## src/rtl/fpu_pkg.sv

```systemverilog
// Shared types for the COP1 issue controller: request kinds, ALU op codes,
// controller states and the latched ALU request bundle.
package fpu_pkg;

    localparam int REG_AW = 5;
    localparam int WORD_W = 32;

    typedef enum logic [2:0] {
        FOP_ADD = 3'd0,
        FOP_SUB = 3'd1
    } fop_e;

    typedef enum logic [1:0] {
        K_ALU  = 2'd0,
        K_MTC1 = 2'd1,
        K_MFC1 = 2'd2,
        K_RSVD = 2'd3
    } kind_e;

    typedef enum logic [1:0] {
        S_IDLE = 2'd0,
        S_READ = 2'd1,
        S_EXEC = 2'd2,
        S_WB   = 2'd3
    } state_e;

    typedef struct packed {
        logic [2:0]        op;
        logic [REG_AW-1:0] fs;
        logic [REG_AW-1:0] ft;
        logic [REG_AW-1:0] fd;
    } alu_req_t;

endpackage

```

## src/rtl/fpu_regfile.sv

```systemverilog
// FP register file: two asynchronous read ports, one synchronous write port,
// whole array cleared by the asynchronous reset.
module fpu_regfile
    import fpu_pkg::*;
#(
    parameter int NREGS = 32,
    parameter int AW    = REG_AW
) (
    input  logic              clk,
    input  logic              reset,
    input  logic [AW-1:0]     raddr1,
    output logic [WORD_W-1:0] rdata1,
    input  logic [AW-1:0]     raddr2,
    output logic [WORD_W-1:0] rdata2,
    input  logic              we,
    input  logic [AW-1:0]     waddr,
    input  logic [WORD_W-1:0] wdata
);

    logic [WORD_W-1:0] regs [NREGS];

    always_ff @(posedge clk or posedge reset) begin
        if (reset) begin
            for (int i = 0; i < NREGS; i++) begin
                regs[i] <= '0;
            end
        end else if (we) begin
            regs[waddr] <= wdata;
        end
    end

    assign rdata1 = regs[raddr1];
    assign rdata2 = regs[raddr2];

endmodule

```

## src/rtl/fpu_issue_ctrl.sv

```systemverilog
// COP1 issue controller: accepts one request at a time, reads operands,
// drives coprocessor1 for EXEC_CYCLES, writes back and returns a response.
module fpu_issue_ctrl
    import fpu_pkg::*;
#(
    parameter int EXEC_CYCLES = 1,
    parameter int NREGS       = 32
) (
    input  logic              clk,
    input  logic              reset,
    input  logic              req_valid,
    output logic              req_ready,
    input  logic [1:0]        req_kind,
    input  logic [2:0]        req_op,
    input  logic [REG_AW-1:0] req_fs,
    input  logic [REG_AW-1:0] req_ft,
    input  logic [REG_AW-1:0] req_fd,
    input  logic [WORD_W-1:0] req_wdata,
    output logic              resp_valid,
    input  logic              resp_ready,
    output logic [WORD_W-1:0] resp_data,
    output logic [WORD_W-1:0] data1,
    output logic [WORD_W-1:0] data2,
    output logic [2:0]        FloatALUop,
    input  logic [WORD_W-1:0] floatRes
);

    localparam int CW = (EXEC_CYCLES > 1) ? $clog2(EXEC_CYCLES) : 1;

    state_e            state;
    state_e            state_nxt;
    alu_req_t          areq;
    kind_e             kind;
    logic [CW-1:0]     cnt;
    logic [REG_AW-1:0] raddr1;
    logic [WORD_W-1:0] rdata1;
    logic [WORD_W-1:0] rdata2;
    logic              we;
    logic [REG_AW-1:0] waddr;
    logic [WORD_W-1:0] wdata;
    logic [WORD_W-1:0] resp_nxt;

    assign kind       = kind_e'(req_kind);
    assign req_ready  = (state == S_IDLE);
    assign resp_valid = (state == S_WB);

    // MFC1 reads in IDLE straight from the request; ALU reads in READ.
    assign raddr1 = (state == S_IDLE) ? req_fs : areq.fs;

    fpu_regfile #(
        .NREGS (NREGS),
        .AW    (REG_AW)
    ) u_regs (
        .clk    (clk),
        .reset  (reset),
        .raddr1 (raddr1),
        .rdata1 (rdata1),
        .raddr2 (areq.ft),
        .rdata2 (rdata2),
        .we     (we),
        .waddr  (waddr),
        .wdata  (wdata)
    );

    // The register write is tied to the transition into WB, so it
    // happens exactly once no matter how long WB stalls.
    always_comb begin
        state_nxt = state;
        we        = 1'b0;
        waddr     = areq.fd;
        wdata     = floatRes;
        resp_nxt  = resp_data;
        unique case (state)
            S_IDLE: begin
                if (req_valid) begin
                    unique case (kind)
                        K_ALU: begin
                            state_nxt = S_READ;
                        end
                        K_MTC1: begin
                            state_nxt = S_WB;
                            we        = 1'b1;
                            waddr     = req_fd;
                            wdata     = req_wdata;
                            resp_nxt  = req_wdata;
                        end
                        K_MFC1: begin
                            state_nxt = S_WB;
                            resp_nxt  = rdata1;
                        end
                        default: begin
                            state_nxt = S_WB;
                            resp_nxt  = '0;
                        end
                    endcase
                end
            end
            S_READ: begin
                state_nxt = S_EXEC;
            end
            S_EXEC: begin
                if (cnt == '0) begin
                    state_nxt = S_WB;
                    we        = 1'b1;
                    resp_nxt  = floatRes;
                end
            end
            S_WB: begin
                if (resp_ready) begin
                    state_nxt = S_IDLE;
                end
            end
            default: begin
                state_nxt = S_IDLE;
            end
        endcase
    end

    always_ff @(posedge clk or posedge reset) begin
        if (reset) begin
            state <= S_IDLE;
        end else begin
            state <= state_nxt;
        end
    end

    always_ff @(posedge clk or posedge reset) begin
        if (reset) begin
            areq <= '0;
        end else if (state == S_IDLE && req_valid && kind == K_ALU) begin
            areq <= '{op: req_op, fs: req_fs, ft: req_ft, fd: req_fd};
        end
    end

    always_ff @(posedge clk or posedge reset) begin
        if (reset) begin
            cnt <= '0;
        end else if (state == S_READ) begin
            cnt <= CW'(EXEC_CYCLES - 1);
        end else if (state == S_EXEC && cnt != '0) begin
            cnt <= cnt - 1'b1;
        end
    end

    // Operand bus only moves in READ so coprocessor1 inputs never toggle
    // outside an operation.
    always_ff @(posedge clk or posedge reset) begin
        if (reset) begin
            data1      <= '0;
            data2      <= '0;
            FloatALUop <= '0;
        end else if (state == S_READ) begin
            data1      <= rdata1;
            data2      <= rdata2;
            FloatALUop <= areq.op;
        end
    end

    always_ff @(posedge clk or posedge reset) begin
        if (reset) begin
            resp_data <= '0;
        end else begin
            resp_data <= resp_nxt;
        end
    end

endmodule
```

## config.mk

```make
export PLATFORM = sky130hd
export DESIGN_NAME = fpu_issue_ctrl
export DESIGN_NICKNAME = d
export VERILOG_FILES = /design/src/rtl/fpu_pkg.sv /design/src/rtl/fpu_regfile.sv /design/src/rtl/fpu_issue_ctrl.sv
export SDC_FILE = /design/constraint.sdc
export NUM_CORES = 2
export LEC_CHECK = 0
export ABC_AREA = 0
export CORE_UTILIZATION = 55
export CTS_BUF_LIST = sky130_fd_sc_hd__clkbuf_8
export DETAILED_ROUTE_END_ITERATION = 6
export DONT_BUFFER_PORTS = 1
export PLACE_DENSITY = 0.73
export RECOVER_POWER = 25
export SYNTH_ARGS = -nofsm -noshare
export SYNTH_HDL_FRONTEND = slang
export SYNTH_SLANG_ARGS = --single-unit
```

## constraint.sdc

```tcl
create_clock -name clk -period 112.3 [get_ports clk]
set_clock_uncertainty 0.05 [all_clocks]
set_input_delay 22.46 -clock clk [delete_from_list [all_inputs] [get_ports clk]]
set_output_delay 22.46 -clock clk [all_outputs]
set_load 0.01 [all_outputs]
```

==> impl_metrics.yaml <==
detailed_routing:
  num_vias: 48700
  wl_um: 201000
  met3_length_um: 32800
  dr_wl_met2_um: 83900
  wl_met1_um: 74300
  drtPass1Iterations: 6
  drc: 0
  viasPerCell: 6.91
  wl_per_cell_um: 28.6
  top_layer: "met5"
  detail-route-antenna-nets: 0
  drtIter0Drc: 6868
setup_path:
  reg2reg_to: "data2[10]"
  critPathArrivalTime_ns: 31.20
  startpoint_type: "input port"
  crit_fanout: 166
  r2r-start: "areq[5]"
  ff2ff_path_depth: 5
  cpPeakStageDelay_ns: 6.19
  path_cells: "clkinvlp_2, clkbuf_1"
  reg2reg_setup_slack_ns: 101.40
  path_buf_inv: 2
  crit_cells: 2
  cp_top_family: "buffers and inverters"
  end_kind: "asynchronous set/reset pin"
  crit_type: "input port to asynchronous set/reset pin"
  crit_required_ns: 109.74
  cp_slowest_cell: "clkbuf_1"
pwr:
  p_leak_nw: 26.9
  p_int_w: 0.00119
  switching_share: 0.439
  clkPwrFrac: 0.179
  pwr-share-seq: 0.349
  comb_power_share: 0.472
  p_sw_w: 0.000931
  ir_drop_mv: 0.0270
  powerDensity_mw_per_mm2: 33.3
yosys:
  synth.cell_area_mm2: 0.0593
  synth_top_family_by_area: "multiplexers"
  synth_fp_nets: 5854
  synth_compound_gate_area_share: 0.153
  yosysUniqueCellTypes: 69
  synthAdderAreaFrac: 0.00148
  synth_xor_area_frac: 0
  ys.flop_type: "dfrtp_1"
  synth-seq-cells: 1144
  avgSynthCellArea_um2: 10.3
  synth.yosys.warnings: 0
  async_flop_share: 1.00
  synth_cells: 5759
  synth_edf_count: 0
  synth.area.mux_share: 0.198
  synth-simple-area-share: 0.118
  yosysSeqAreaShare: 0.482
timing:
  slew_violations: 1066
  tightest_slew_ns: 8.91
  period_needed_ns: 33.76
  fin_hold_ws_ns: 0.447
  final.setup.tns_ns: 0
  finalSetupViolations: 0
  rsz0062_at_grt: "false"
  hold_viol_final: 0
  finalCritPeriodShare: 0.301
  slew_headroom: -4.94
  fmax_mhz: 29.6
die:
  dieArea_mm2: 0.109
  die_height_um: 330
  num_io_pins: 189
  start_util: 0.554
  rows: 120
  core-area_mm2: 0.107
  die_x_um: 330
clocking:
  cts_tree: "done"
  clk_latency_ns: 0.89
  h-tree-depth: 4
  ctsHoldBuffers: 0
  postCtsResizedCells: 0
  postCtsSetupBuffers: 0
  cts_buffers: 184
  clockRootBuffer: "clkbuf_8"
  clkSinkCount: 1144
  clock_path_buffers: 3
  clkTransAtPathRegs_ns: 0.06
finish:
  final_common_cell: "dfrtp_1"
  nets: 5592
  syn_to_final_growth_pct: 7.24
  most-common-layout-cells: "dfrtp_1 (1138), nand2_1 (811), nor2_1 (697)"
  layout-drive-gt1-share: 0.175
placed_design:
  port_buffers: 0
  gp_congestion: 0.885
  hpwl_um: 115000
job:
  cap_violations: 12
global_route:
  grt_pass1_vias: 46500
  grt.total_usage: 0.373
  grt_pass1_wl_um: 299000
  antenna_found_initial: 7
  overflow: 0
  grt_max_degree: 167
worst_hold_path:
  hold_class: "flop to flop"
  hold_depth: 2
  whs_endpoint: "u_regs.regs[535]"
  worstHoldStart: "u_regs.regs[535]"
status:
  failed_checks: "capacitance limit, slew limit"
  status: "finished, violations left"
## logic make-up (layout without fill, tap and decap cells)
| family | Yosys count | after routing |
|---|---|---|
| and+or+nand+nor | 1742 | 1742 |
| adders and majority gates | 7 | 7 |
| DFF | 1144 | 1144 |
| other | 0 | 4 |
| buffers and inverters | 616 | 497 |
| muxes | 625 | 625 |
| AOI/OAI and AO/OA | 1625 | 1625 |
## worst max path at each step
stage          startpoint            end
2_1_floorplan       reset  FloatALUop[0]
3_3_place_gp    req_fs[0]  resp_data[26]
3_5_place_dp    req_fs[0]      data1[26]
4_1_cts         req_fs[0]      data1[26]
5_1_grt             reset        areq[7]
6_report            reset        areq[7]
## worst min-delay path, delay by kind of cell, from the launching register on
family          cells  cell delay (ns)
simple gates        1             0.05
compound gates      1             0.06
flops               1             0.36
## cell type report
cell class                      count  area, µm²
Clock inverter                    100        681
Antenna cell                        4       10.0
Fill cell                        8729      43400
Inverter                           41        155
Multi-Input combinational cell   3999      28300
Tap cell                         1403       1760
Sequential cell                  1144      28600
Timing Repair Buffer              127        945
Clock buffer                      229       3150
## synthesized netlist by cell type (all sizes together), types with 24 or more instances
master / count / share of area
dfrtp: 1144 / 0.48
mux2i: 164 / 0.028
nor2: 712 / 0.046
clkbuf: 335 / 0.021
nand3: 137 / 0.012
mux4: 432 / 0.16
o2111ai: 25 / 0.0037
a31oi: 28 / 0.0031
buf: 240 / 0.023
a211oi: 50 / 0.0063
a22oi: 24 / 0.0030
o22ai: 100 / 0.011
inv: 39 / 0.0025
mux2: 29 / 0.0056
a221oi: 30 / 0.0044
o21ai: 588 / 0.050
a21oi: 677 / 0.058
nand2: 827 / 0.052
## power by group through the flow
stage	clock network, W	logic (W)	registers, W
5_1_grt	0.000399	0.00106	0.000758
3_3_place_gp	0	0.000938	0.000728
6_report	0.000379	0.00100	0.000741
2_1_floorplan	0	0.000715	0.000674
4_1_cts	0.000380	0.000962	0.000731
3_5_place_dp	0	0.000960	0.000737
## metal layers
layer / global-route usage / vias up
li1: - / 20200
met1: 0.505 / 24200
met2: 0.514 / 3598
met3: 0.161 / 712
met4: 0.183 / 8
met5: 0 / -
## sequential cells by signal (all words and copies together), names as in the netlist
| signal | cells |
|---|---|
| cnt | 1 |
| u_regs.regs | 1024 |
| FloatALUop | 3 |
| data2 | 32 |
| state | 2 |
| areq | 18 |
| resp_data | 32 |
| data1 | 32 |
## per-stage QoR
stage / instance area, µm² / cells / utilization / power, W / setup slack, ns
after global routing: 63600 / 7045 / 0.594 / 0.00221 / 76.31
final: 63600 / 7047 / 0.595 / 0.00212 / 78.54
after detailed placement: 59900 / 6714 / 0.560 / 0.00170 / 85.02
after floorplan: 59300 / 5759 / - / 0.00139 / 57.57
after global placement: 59900 / 6714 / 0.560 / 0.00167 / 85.07
after CTS: 63700 / 7043 / 0.595 / 0.00207 / 85.97
Power figures use the tool's default switching activity.
